<file path="config.mk">
export PLATFORM = sky130hd
export DESIGN_NAME = fetch_stage_flat
export DESIGN_NICKNAME = d
export VERILOG_FILES = /design/src/rtl/fetch_stage_if.sv /design/src/rtl/fetch_stage.sv /design/src/flat_wrapper.sv
export SDC_FILE = /design/constraint.sdc
export NUM_CORES = 1
export LEC_CHECK = 0
export CAP_MARGIN = 20
export CORE_MARGIN = 2
export CORE_UTILIZATION = 41
export CTS_CLUSTER_SIZE = 40
export DETAILED_ROUTE_END_ITERATION = 7
export PLACE_DENSITY = 0.63
export SETUP_SLACK_MARGIN = 0.4
export SYNTH_ARGS = -nofsm -noshare
export SYNTH_HDL_FRONTEND = slang
export SYNTH_SLANG_ARGS = --single-unit
</file>
<file path="constraint.sdc">
create_clock -name clk -period 4.3 [get_ports clk]
set_input_delay 0.43 -clock clk [delete_from_list [all_inputs] [get_ports clk]]
set_output_delay 0.43 -clock clk [all_outputs]
set_load 0.1 [all_outputs]
</file>
<file path="src/rtl/fetch_stage_if.sv">
// Instruction-memory bus between the fetch stage and instruction memory.
//   instr_req_op    fetch request, held with its address until granted
//   instr_addr_op   word-aligned fetch address
//   instr_gnt_ip    memory accepted the request this cycle
//   instr_rvalid_ip read data valid (at most one response per accepted request)
//   instr_rdata_ip  read data
// master: fetch side, slave: memory side.
interface fetch_stage_if;
  logic        instr_req_op;
  logic [31:0] instr_addr_op;
  logic        instr_gnt_ip;
  logic        instr_rvalid_ip;
  logic [31:0] instr_rdata_ip;

  modport master (
    output instr_req_op,
    output instr_addr_op,
    input  instr_gnt_ip,
    input  instr_rvalid_ip,
    input  instr_rdata_ip
  );

  modport slave (
    input  instr_req_op,
    input  instr_addr_op,
    output instr_gnt_ip,
    output instr_rvalid_ip,
    output instr_rdata_ip
  );
endinterface

</file>
<file path="src/rtl/fetch_stage.sv">
// Instruction-fetch stage and IF/ID pipeline register of the 5-stage RISC-V core.
// Issues one word fetch at a time over req/gnt/rvalid, buffers responses in a
// 2-entry prefetch FIFO and hands one instruction per cycle to decode.
// Ports:
//   clk, reset      core clock (rising edge), asynchronous active-high reset
//   stall_ip        hold IF/ID register (FIFO may keep filling)
//   flush_ip        kill fetched stream, restart at redirect_pc_ip (beats stall)
//   redirect_pc_ip  redirect target, low two bits ignored
//   imem            instruction-memory bus (master side)
//   ID_instr_op     instruction in IF/ID, NOP_INSTR when not valid
//   ID_pc_op        PC of ID_instr_op
//   ID_valid_op     ID_instr_op is a real instruction
module fetch_stage #(
  parameter logic [31:0] BOOT_ADDR  = 32'h0000_0000,
  parameter logic [31:0] NOP_INSTR  = 32'h0000_0013,
  parameter int          FIFO_DEPTH = 2
) (
  input  logic                 clk,
  input  logic                 reset,
  input  logic                 stall_ip,
  input  logic                 flush_ip,
  input  logic [31:0]          redirect_pc_ip,
  fetch_stage_if.master        imem,
  output logic [31:0]          ID_instr_op,
  output logic [31:0]          ID_pc_op,
  output logic                 ID_valid_op
);

  // Pointers are one bit wide, so the buffer only works with two entries.
  localparam logic [1:0] DEPTH = 2'(FIFO_DEPTH);

  typedef enum logic [1:0] {S_IDLE, S_REQ, S_WAIT, S_DISCARD} state_t;

  state_t      state_q, state_d;
  logic [31:0] fetch_pc_q, fetch_pc_d;
  logic [31:0] issued_pc_q, issued_pc_d;
  logic [1:0]  count_q, count_d;
  logic        rd_ptr_q, rd_ptr_d;
  logic        wr_ptr_q, wr_ptr_d;
  logic [31:0] id_instr_q, id_instr_d;
  logic [31:0] id_pc_q, id_pc_d;
  logic        id_valid_q, id_valid_d;

  logic [31:0] fifo_instr_q [2];
  logic [31:0] fifo_pc_q    [2];

  logic        req, gnt_acc, push, pop, bypass, fifo_wr;
  logic [31:0] redirect_aligned;

  assign redirect_aligned = redirect_pc_ip & 32'hFFFF_FFFC;

  always_comb begin
    state_d     = state_q;
    fetch_pc_d  = fetch_pc_q;
    issued_pc_d = issued_pc_q;
    count_d     = count_q;
    rd_ptr_d    = rd_ptr_q;
    wr_ptr_d    = wr_ptr_q;
    id_instr_d  = id_instr_q;
    id_pc_d     = id_pc_q;
    id_valid_d  = id_valid_q;

    // Only REQ has nothing in flight, so a free slot now is a free slot when
    // the response lands.
    req     = (state_q == S_REQ) && (count_q < DEPTH);
    gnt_acc = req && imem.instr_gnt_ip;
    push    = (state_q == S_WAIT) && imem.instr_rvalid_ip && !flush_ip;
    pop     = !flush_ip && !stall_ip && (count_q != 2'd0);
    // Empty FIFO: a response goes straight into IF/ID, saving a cycle.
    bypass  = !flush_ip && !stall_ip && (count_q == 2'd0) && push;
    fifo_wr = push && !bypass;

    unique case (state_q)
      S_IDLE: state_d = S_REQ;
      S_REQ: begin
        if (gnt_acc) begin
          state_d     = S_WAIT;
          issued_pc_d = fetch_pc_q;
          fetch_pc_d  = fetch_pc_q + 32'd4;
        end
      end
      S_WAIT:    if (imem.instr_rvalid_ip) state_d = S_REQ;
      S_DISCARD: if (imem.instr_rvalid_ip) state_d = S_REQ;
    endcase

    if (flush_ip) begin
      fetch_pc_d = redirect_aligned;
      unique case (state_q)
        S_IDLE:    state_d = S_REQ;
        // A request granted in the flush cycle still owes us a response.
        S_REQ:     state_d = gnt_acc ? S_DISCARD : S_REQ;
        // A response arriving in the flush cycle itself is simply not pushed.
        S_WAIT:    state_d = imem.instr_rvalid_ip ? S_REQ : S_DISCARD;
        S_DISCARD: state_d = imem.instr_rvalid_ip ? S_REQ : S_DISCARD;
      endcase
      count_d    = 2'd0;
      rd_ptr_d   = 1'b0;
      wr_ptr_d   = 1'b0;
      id_instr_d = NOP_INSTR;
      id_valid_d = 1'b0;
    end else begin
      wr_ptr_d = wr_ptr_q ^ fifo_wr;
      rd_ptr_d = rd_ptr_q ^ pop;
      count_d  = count_q + {1'b0, fifo_wr} - {1'b0, pop};
      if (stall_ip) begin
        id_instr_d = id_instr_q;
      end else if (pop) begin
        id_instr_d = fifo_instr_q[rd_ptr_q];
        id_pc_d    = fifo_pc_q[rd_ptr_q];
        id_valid_d = 1'b1;
      end else if (bypass) begin
        id_instr_d = imem.instr_rdata_ip;
        id_pc_d    = issued_pc_q;
        id_valid_d = 1'b1;
      end else begin
        id_instr_d = NOP_INSTR;
        id_valid_d = 1'b0;
      end
    end
  end

  always_ff @(posedge clk or posedge reset) begin
    if (reset) begin
      state_q     <= S_IDLE;
      fetch_pc_q  <= BOOT_ADDR;
      issued_pc_q <= BOOT_ADDR;
      count_q     <= 2'd0;
      rd_ptr_q    <= 1'b0;
      wr_ptr_q    <= 1'b0;
      id_instr_q  <= NOP_INSTR;
      id_pc_q     <= BOOT_ADDR;
      id_valid_q  <= 1'b0;
    end else begin
      state_q     <= state_d;
      fetch_pc_q  <= fetch_pc_d;
      issued_pc_q <= issued_pc_d;
      count_q     <= count_d;
      rd_ptr_q    <= rd_ptr_d;
      wr_ptr_q    <= wr_ptr_d;
      id_instr_q  <= id_instr_d;
      id_pc_q     <= id_pc_d;
      id_valid_q  <= id_valid_d;
    end
  end

  always_ff @(posedge clk) begin
    if (fifo_wr) begin
      fifo_instr_q[wr_ptr_q] <= imem.instr_rdata_ip;
      fifo_pc_q[wr_ptr_q]    <= issued_pc_q;
    end
  end

  // The request rule reserves a slot, so a response can never meet a full FIFO.
  assert property (@(posedge clk) disable iff (reset)
    !((state_q == S_WAIT) && imem.instr_rvalid_ip && (count_q == DEPTH)));

  assign imem.instr_req_op  = req;
  assign imem.instr_addr_op = fetch_pc_q;
  assign ID_instr_op        = id_instr_q;
  assign ID_pc_op           = id_pc_q;
  assign ID_valid_op        = id_valid_q;

endmodule
</file>
<file path="src/flat_wrapper.sv">
// flat-port wrapper written by rule: the top's interface ports become plain ports
module fetch_stage_flat 
#(
  parameter logic [31:0] BOOT_ADDR  = 32'h0000_0000,
  parameter logic [31:0] NOP_INSTR  = 32'h0000_0013,
  parameter int          FIFO_DEPTH = 2
)
  (clk, reset, stall_ip, flush_ip, redirect_pc_ip, ID_instr_op, ID_pc_op, ID_valid_op, imem_instr_req_op, imem_instr_addr_op, imem_instr_gnt_ip, imem_instr_rvalid_ip, imem_instr_rdata_ip);
  fetch_stage_if imem_i ();
  input  logic clk;
  input  logic reset;
  input  logic stall_ip;
  input  logic flush_ip;
  input  logic [31:0] redirect_pc_ip;
  output logic [31:0] ID_instr_op;
  output logic [31:0] ID_pc_op;
  output logic ID_valid_op;
  output wire logic [$bits(imem_i.instr_req_op)-1:0] imem_instr_req_op;
  output wire logic [$bits(imem_i.instr_addr_op)-1:0] imem_instr_addr_op;
  input wire logic [$bits(imem_i.instr_gnt_ip)-1:0] imem_instr_gnt_ip;
  input wire logic [$bits(imem_i.instr_rvalid_ip)-1:0] imem_instr_rvalid_ip;
  input wire logic [$bits(imem_i.instr_rdata_ip)-1:0] imem_instr_rdata_ip;
  assign imem_instr_req_op = imem_i.instr_req_op;
  assign imem_instr_addr_op = imem_i.instr_addr_op;
  assign imem_i.instr_gnt_ip = imem_instr_gnt_ip;
  assign imem_i.instr_rvalid_ip = imem_instr_rvalid_ip;
  assign imem_i.instr_rdata_ip = imem_instr_rdata_ip;
  fetch_stage #(.BOOT_ADDR(BOOT_ADDR), .NOP_INSTR(NOP_INSTR), .FIFO_DEPTH(FIFO_DEPTH)) u_core (.clk(clk), .reset(reset), .stall_ip(stall_ip), .flush_ip(flush_ip), .redirect_pc_ip(redirect_pc_ip), .imem(imem_i), .ID_instr_op(ID_instr_op), .ID_pc_op(ID_pc_op), .ID_valid_op(ID_valid_op));
endmodule
</file>
==> results_dict.tcl, run 1 <==
set metrics [dict create \
    place_congestion 0.759 \
    die_w_um 163 \
    setup_ws_ns 1.52 \
    synth_edf_count 124 \
    period_minus_slack_ns 2.78 \
    ctsHoldBuffers 0 \
    yosys_register_bits 253 \
    worst-r2r-setup-slack_ns 1.58 \
    clock_path_buffers 3 \
    die_h_um 163 \
    final_nets 1006 \
    path_clk_slew_ns 0.06 \
    r2r-start "u_core.count_q[1]" \
    post_drt_via_cell_ratio 5.05 \
    synth_ff_type "dfrtp_1" \
    path_max_fanout 6 \
    grt_max_degree 88 \
    end_kind "output port" \
    ir_drop_uv 349 \
    wl_mm 21.8 \
    worst_pin_slew_ns 1.08 \
    core_area_um2 25000 \
    routedWlPerCell_um 17.0 \
    dpl_cell_area_um2 12300 \
    layout_common_cells "160 x clkdlybuf4s50_1, 125 x dfrtp_1, 124 x edfxtp_1" \
    startpoint_type "flip-flop" \
    power.density_nw_per_um2 569 \
    synth_area_leader_cell "edfxtp_1" \
    grt_antenna_before_repair 0 \
    first_iter_violations 298 \
    cts_tree "yes" \
    seq_area_frac_synth_pct 67.4 \
    wl_met3_mm 1.29 \
    final_area_um2 13100 \
    fmax_mhz 359 \
    worst_clock_skew_ns 0.0139 \
    antennaDiodeCount 0 \
    hp-class "in -> reg" \
    route.detailed.drc 0 \
    cp_data_required_time_ns 3.87 \
    numClockSinks 253 \
    worstSetupStartpoint "u_core.count_q[1]" \
    async_reset_ff_share_pct 51.0 \
    synth.area.top_cells "edfxtp_1 36%, dfrtp_1 31%, mux2i_1 6.1%" \
    root_buffer "clkbuf_16" \
    cts-resized-gates 0 \
    synth_area_um2 10300 \
    syn_avg_cell_area_um2 13.3 \
    clkLatencyLatePin_ns 0.52 \
    finalMaxSlewViolations 0 \
    syn_to_final_growth_pct 27.1 \
    p_total_mw 7.45 \
    path_class "reg -> out" \
    wl_met1_mm 10.2 \
    grt_pass1_vias 6385 \
    setup.worst_path.end "imem_instr_req_op" \
    finalCritPeriodShare_pct 64.7 \
    numPlacedInstances 1232 \
    die_area_um2 26400 \
    start_util_pct 41.3 \
    p_leak_nw 4.86 \
    drv_cap 0 \
    io_pins 168 \
    tns_ns 0 \
    post-dp-hpwl_mm 13.8 \
    synth.top_cell.area_share_pct 36.1 \
    grt_usage_pct 16.7 \
    setup_violations 0 \
    syn_inst 775 \
    rows 58 \
    relSlewSlack_pct 27.5 \
    ant_nets 0 \
    topRoutingLayerUsed "met4" \
    grt_pass1_wl_mm 35.0 \
    port_buffers 161 \
    pre_cts_slack_ns 1.35 \
    r2r-end "u_core.fifo_pc_q[1][25]" \
    synth_cell_type_count 45 \
    ys_warn_count 0 \
    post_cts_buffers 0 \
    dr.pass1.iters 5 \
    fin_cells 1281 \
    reg2regPathDepth 4 \
    drive_above_1_share_pct 11.0 \
    overflow 0 \
    outcome "finished, final reports clean" \
    ctsHtreeMaxLevel 1 \
    rsz0062_at_grt "false" \
    num_vias 6465 \
    wl_met2_mm 9.93 \
    timing.critical_path.arrival_ns 2.35 \
    hold_viol_final 0 \
    numCtsBuffers 27 \
    final_common_cell "clkdlybuf4s50_1" \
]
==> final cells by class <==
class	instances	area, um^2
well taps	330	413
clock buffers	41	810
inverters	9	38.8
clock inverters	8	41.3
repair buffers	171	1680
flip-flops and latches	253	6960
fillers	2187	11900
multi-input cells	469	3170
==> worst min-delay path by stage <==
stage | start | end | slack (ns) | depth (start not counted)
CTS | flush_ip | u_core.rd_ptr_q | 0.18 | 2
floorplan | u_core.issued_pc_q[10] | u_core.fifo_pc_q[0][10] | 0.46 | 0
detailed placement | u_core.ID_valid_op | u_core.ID_valid_op | 0.47 | 2
global route | flush_ip | u_core.rd_ptr_q | 0.19 | 2
finish | flush_ip | u_core.rd_ptr_q | 0.19 | 2
global placement | u_core.ID_valid_op | u_core.ID_valid_op | 0.46 | 2
==> worst max-delay path, cell delays in order, from the launching register on <==
cell	delay, ns
dfrtp_1	0.44
nor3b_1	0.22
clkdlybuf4s50_1	1.17
==> registers in the layout, indices dropped and copies added, names as in the netlist <==
signal,count
u_core.ID_instr_op,32
u_core.ID_pc_op,30
u_core.ID_valid_op,1
u_core.count_q,2
u_core.fifo_instr_q,64
u_core.fifo_pc_q,60
u_core.imem.instr_addr_op,30
u_core.issued_pc_q,30
u_core.rd_ptr_q,1
u_core.state_q,2
u_core.wr_ptr_q,1
==> layer usage <==
layer | up-vias | track usage [%]
li1 | 3126 | -
met1 | 3127 | 23.5
met2 | 175 | 27.1
met3 | 37 | 3.16
met4 | 0 | 3.86
met5 | - | 0
==> Yosys cell counts (2+ instances only) <==
master and number:
dfstp_2 3, and4_1 3, nand2b_1 3, xnor2_1 13, xor2_1 18, a221o_1 29
nand3_1 9, nand4_1 16, nor4_2 5, inv_1 9, o22ai_1 2, buf_2 17
nor2_1 74, a21oi_1 33, o21ai_0 36, ha_1 5, nand2_1 73, and3_1 5
o21ai_1 24, dfrtp_1 126, buf_1 2, edfxtp_1 124, buf_4 5, clkbuf_1 23
mux2i_1 63, nor3_1 5, mux2_2 32
==> metrics by stage <==
step                hold slack (ns)  util, %
detailed placement            0.467     49.1
floorplan                     0.459        -
global route                  0.191     52.5
CTS                           0.185     52.5
finish                        0.188     52.5
global placement              0.461     49.1
==> power by group <==
part	total, mW	internal, mW	switching, mW
sequential	3.15	2.88	0.270
combinational	2.11	0.538	1.57
clock	2.19	1.29	0.900
total	7.45	4.71	2.74
==> kinds of logic (layout without fill, tap and decap cells) <==
group                      count (synthesis)  count (layout)  share of synthesized area [%]
buffers and inverters                     56             229                           2.43
xor gates and xnor gates                  31              31                           2.63
adders and majority gates                  5               5                          0.607
AOI/OAI and AO/OA                        128             128                           7.78
and+or+nand+nor                          206             206                           9.49
DFF                                      253             253                           67.4
other                                      1               4                         0.0364
muxes                                     95              95                           9.61
Note: power is estimated with default switching activity, not from simulation.
==> inputs of run 2 (changes only) <==
Clock period 4.3 ns to 2.7 ns, I/O delays scaled along.
==> run 2 against run 1 <==
Against the previous run:
- die area is the same
- first-iteration DRC count grew 3.0%
- routed wire length increased by 2.4%
- utilization decreased by 0.32 points
- global-route usage grew 0.29 points
- clock power rose by 51%
- power increased by 56%
- sequential cell count unchanged
- setup slack lost 0.97 ns
- sequential power grew 60%
- largest cell class unchanged
==> results_dict.tcl, run 2 (synthesis results as in run 1) <==
set metrics [dict create \
    path_clk_slew_ns 0.06 \
    post-dp-hpwl_mm 14.9 \
    root_buffer "clkbuf_16" \
    antennaDiodeCount 0 \
    grt_antenna_before_repair 0 \
    power.density_nw_per_um2 892 \
    p_total_mw 11.6 \
    hp-class "in -> reg" \
    setup.worst_path.end "u_core.ID_pc_op[24]" \
    hold_viol_final 0 \
    seqPwrFrac_pct 43.3 \
    cts-resized-gates 0 \
    ctsHoldBuffers 0 \
    cp_data_required_time_ns 3.08 \
    p_comb_share_pct 28.2 \
    routedWlPerCell_um 17.3 \
    ant_nets 0 \
    io_pins 168 \
    p_sw_mw 4.33 \
    numCtsBuffers 26 \
    outcome "finished, final reports clean" \
    regMostFlops "u_core.fifo_instr_q" \
    grt_pass1_vias 6597 \
    post_drt_via_cell_ratio 5.05 \
    fmax_mhz 465 \
    clkLatencyLatePin_ns 0.53 \
    switching_share_pct 37.3 \
    place_congestion 0.767 \
    port_buffers 161 \
    relSlewSlack_pct 53.5 \
    worst_pin_slew_ns 0.697 \
    grt_max_degree 65 \
    intPower_mw 7.29 \
    path_class "reg -> reg" \
    grt_usage_pct 17.0 \
    rsz0062_at_grt "true" \
    die_h_um 163 \
    grt_pass1_wl_mm 35.6 \
    worst_clock_skew_ns 0.0147 \
    core_area_um2 25000 \
    drive_above_1_share_pct 22.3 \
    ctsHtreeMaxLevel 1 \
    clock_path_buffers 3 \
    path_max_fanout 36 \
    dpl_cell_area_um2 12200 \
    layout_common_cells "124 x edfxtp_1, 112 x dfrtp_1, 104 x buf_4" \
    finalCritPeriodShare_pct 79.7 \
    fin_util_pct 52.2 \
    cts_tree "yes" \
    route.detailed.drc 0 \
    p_leak_nw 5.04 \
    overflow 0 \
    setup_violations 0 \
    rows 58 \
    drv_cap 0 \
    worstSetupStartpoint "u_core.count_q[1]" \
    num_vias 6509 \
    final_nets 1015 \
    p_clk_share_pct 28.5 \
    r2r-start "u_core.count_q[1]" \
    post_cts_buffers 0 \
    first_iter_violations 307 \
    final_area_um2 13000 \
    numClockSinks 253 \
    wl_mm 22.3 \
    die_area_um2 26400 \
    finalMaxSlewViolations 0 \
    final_common_cell "edfxtp_1" \
    die_w_um 163 \
    period_minus_slack_ns 2.15 \
    dr.pass1.iters 4 \
    tns_ns 0 \
    start_util_pct 41.3 \
    r2r-end "u_core.ID_pc_op[24]" \
    timing.critical_path.arrival_ns 2.54 \
    syn_to_final_growth_pct 26.3 \
    ir_drop_uv 848 \
    end_kind "flip-flop" \
    largest_register_ffs 64 \
    startpoint_type "flip-flop" \
    reg2regPathDepth 5 \
    worst-r2r-setup-slack_ns 0.55 \
]
run 2: cell count changes in the layout (fill, tap and decap cells not counted), sizes merged:
| cell | delta |
|---|---|
| clkbuf | +3 |
| clkinv | -4 |
| clkdlybuf4s50 | -94 |
| inv | -1 |
| buf | +104 |
run 2: layout make-up:
cell class / count / area, um^2
Clock inverter: 3 / 12.5
Sequential cell: 253 / 6980
Fill cell: 2226 / 11900
Inverter: 9 / 37.5
Clock buffer: 44 / 769
Tap cell: 330 / 413
Multi-Input combinational cell: 469 / 3180
Timing Repair Buffer: 181 / 1650
run 2: worst min path at each step:
stage                           startpoint                   endpoint  slack [ns]  cells past startpoint
finish                            flush_ip      u_core.ID_instr_op[1]        0.07                      2
global route                      flush_ip      u_core.ID_instr_op[0]        0.05                      2
CTS                               flush_ip      u_core.ID_instr_op[1]        0.04                      2
detailed placement     u_core.ID_pc_op[25]        u_core.ID_pc_op[25]        0.47                      2
global placement        u_core.ID_valid_op         u_core.ID_valid_op        0.47                      2
floorplan           imem_instr_rdata_ip[0]  u_core.fifo_instr_q[0][0]        0.37                      0
run 2: routing by layer:
metal | routed length (um) | vias to the layer above | global-route usage, %
met4 | 371 | 0 | 4.30
met5 | 0 | - | 0
met3 | 1060 | 24 | 2.88
li1 | - | 3140 | -
met2 | 10700 | 153 | 28.8
met1 | 10100 | 3192 | 22.9
run 2: power by group through the flow:
stage | registers (mW) | logic [mW] | clock network (mW)
4_1_cts | 5.04 | 3.31 | 3.42
2_1_floorplan | 6.84 | 0.664 | 0
5_1_grt | 5.11 | 3.43 | 3.56
3_5_place_dp | 5.11 | 3.31 | 0
6_report | 5.03 | 3.28 | 3.31
3_3_place_gp | 5.08 | 3.28 | 0
run 2: worst max-delay path, cell delays in order, from the launching register on:
cell and delay (ns):
dfrtp_1 0.46, or2_0 0.24, buf_4 0.18, o21ai_4 0.53, buf_4 0.44, o21ai_0 0.15
run 2: through the flow:
stage          hold WS, ns  cells  setup WS, ns
2_1_floorplan        0.369    778        -0.223
3_3_place_gp         0.467   1242         0.343
3_5_place_dp         0.473   1242         0.308
4_1_cts             0.0382   1289         0.512
5_1_grt             0.0540   1289         0.331
6_report            0.0659   1289         0.548
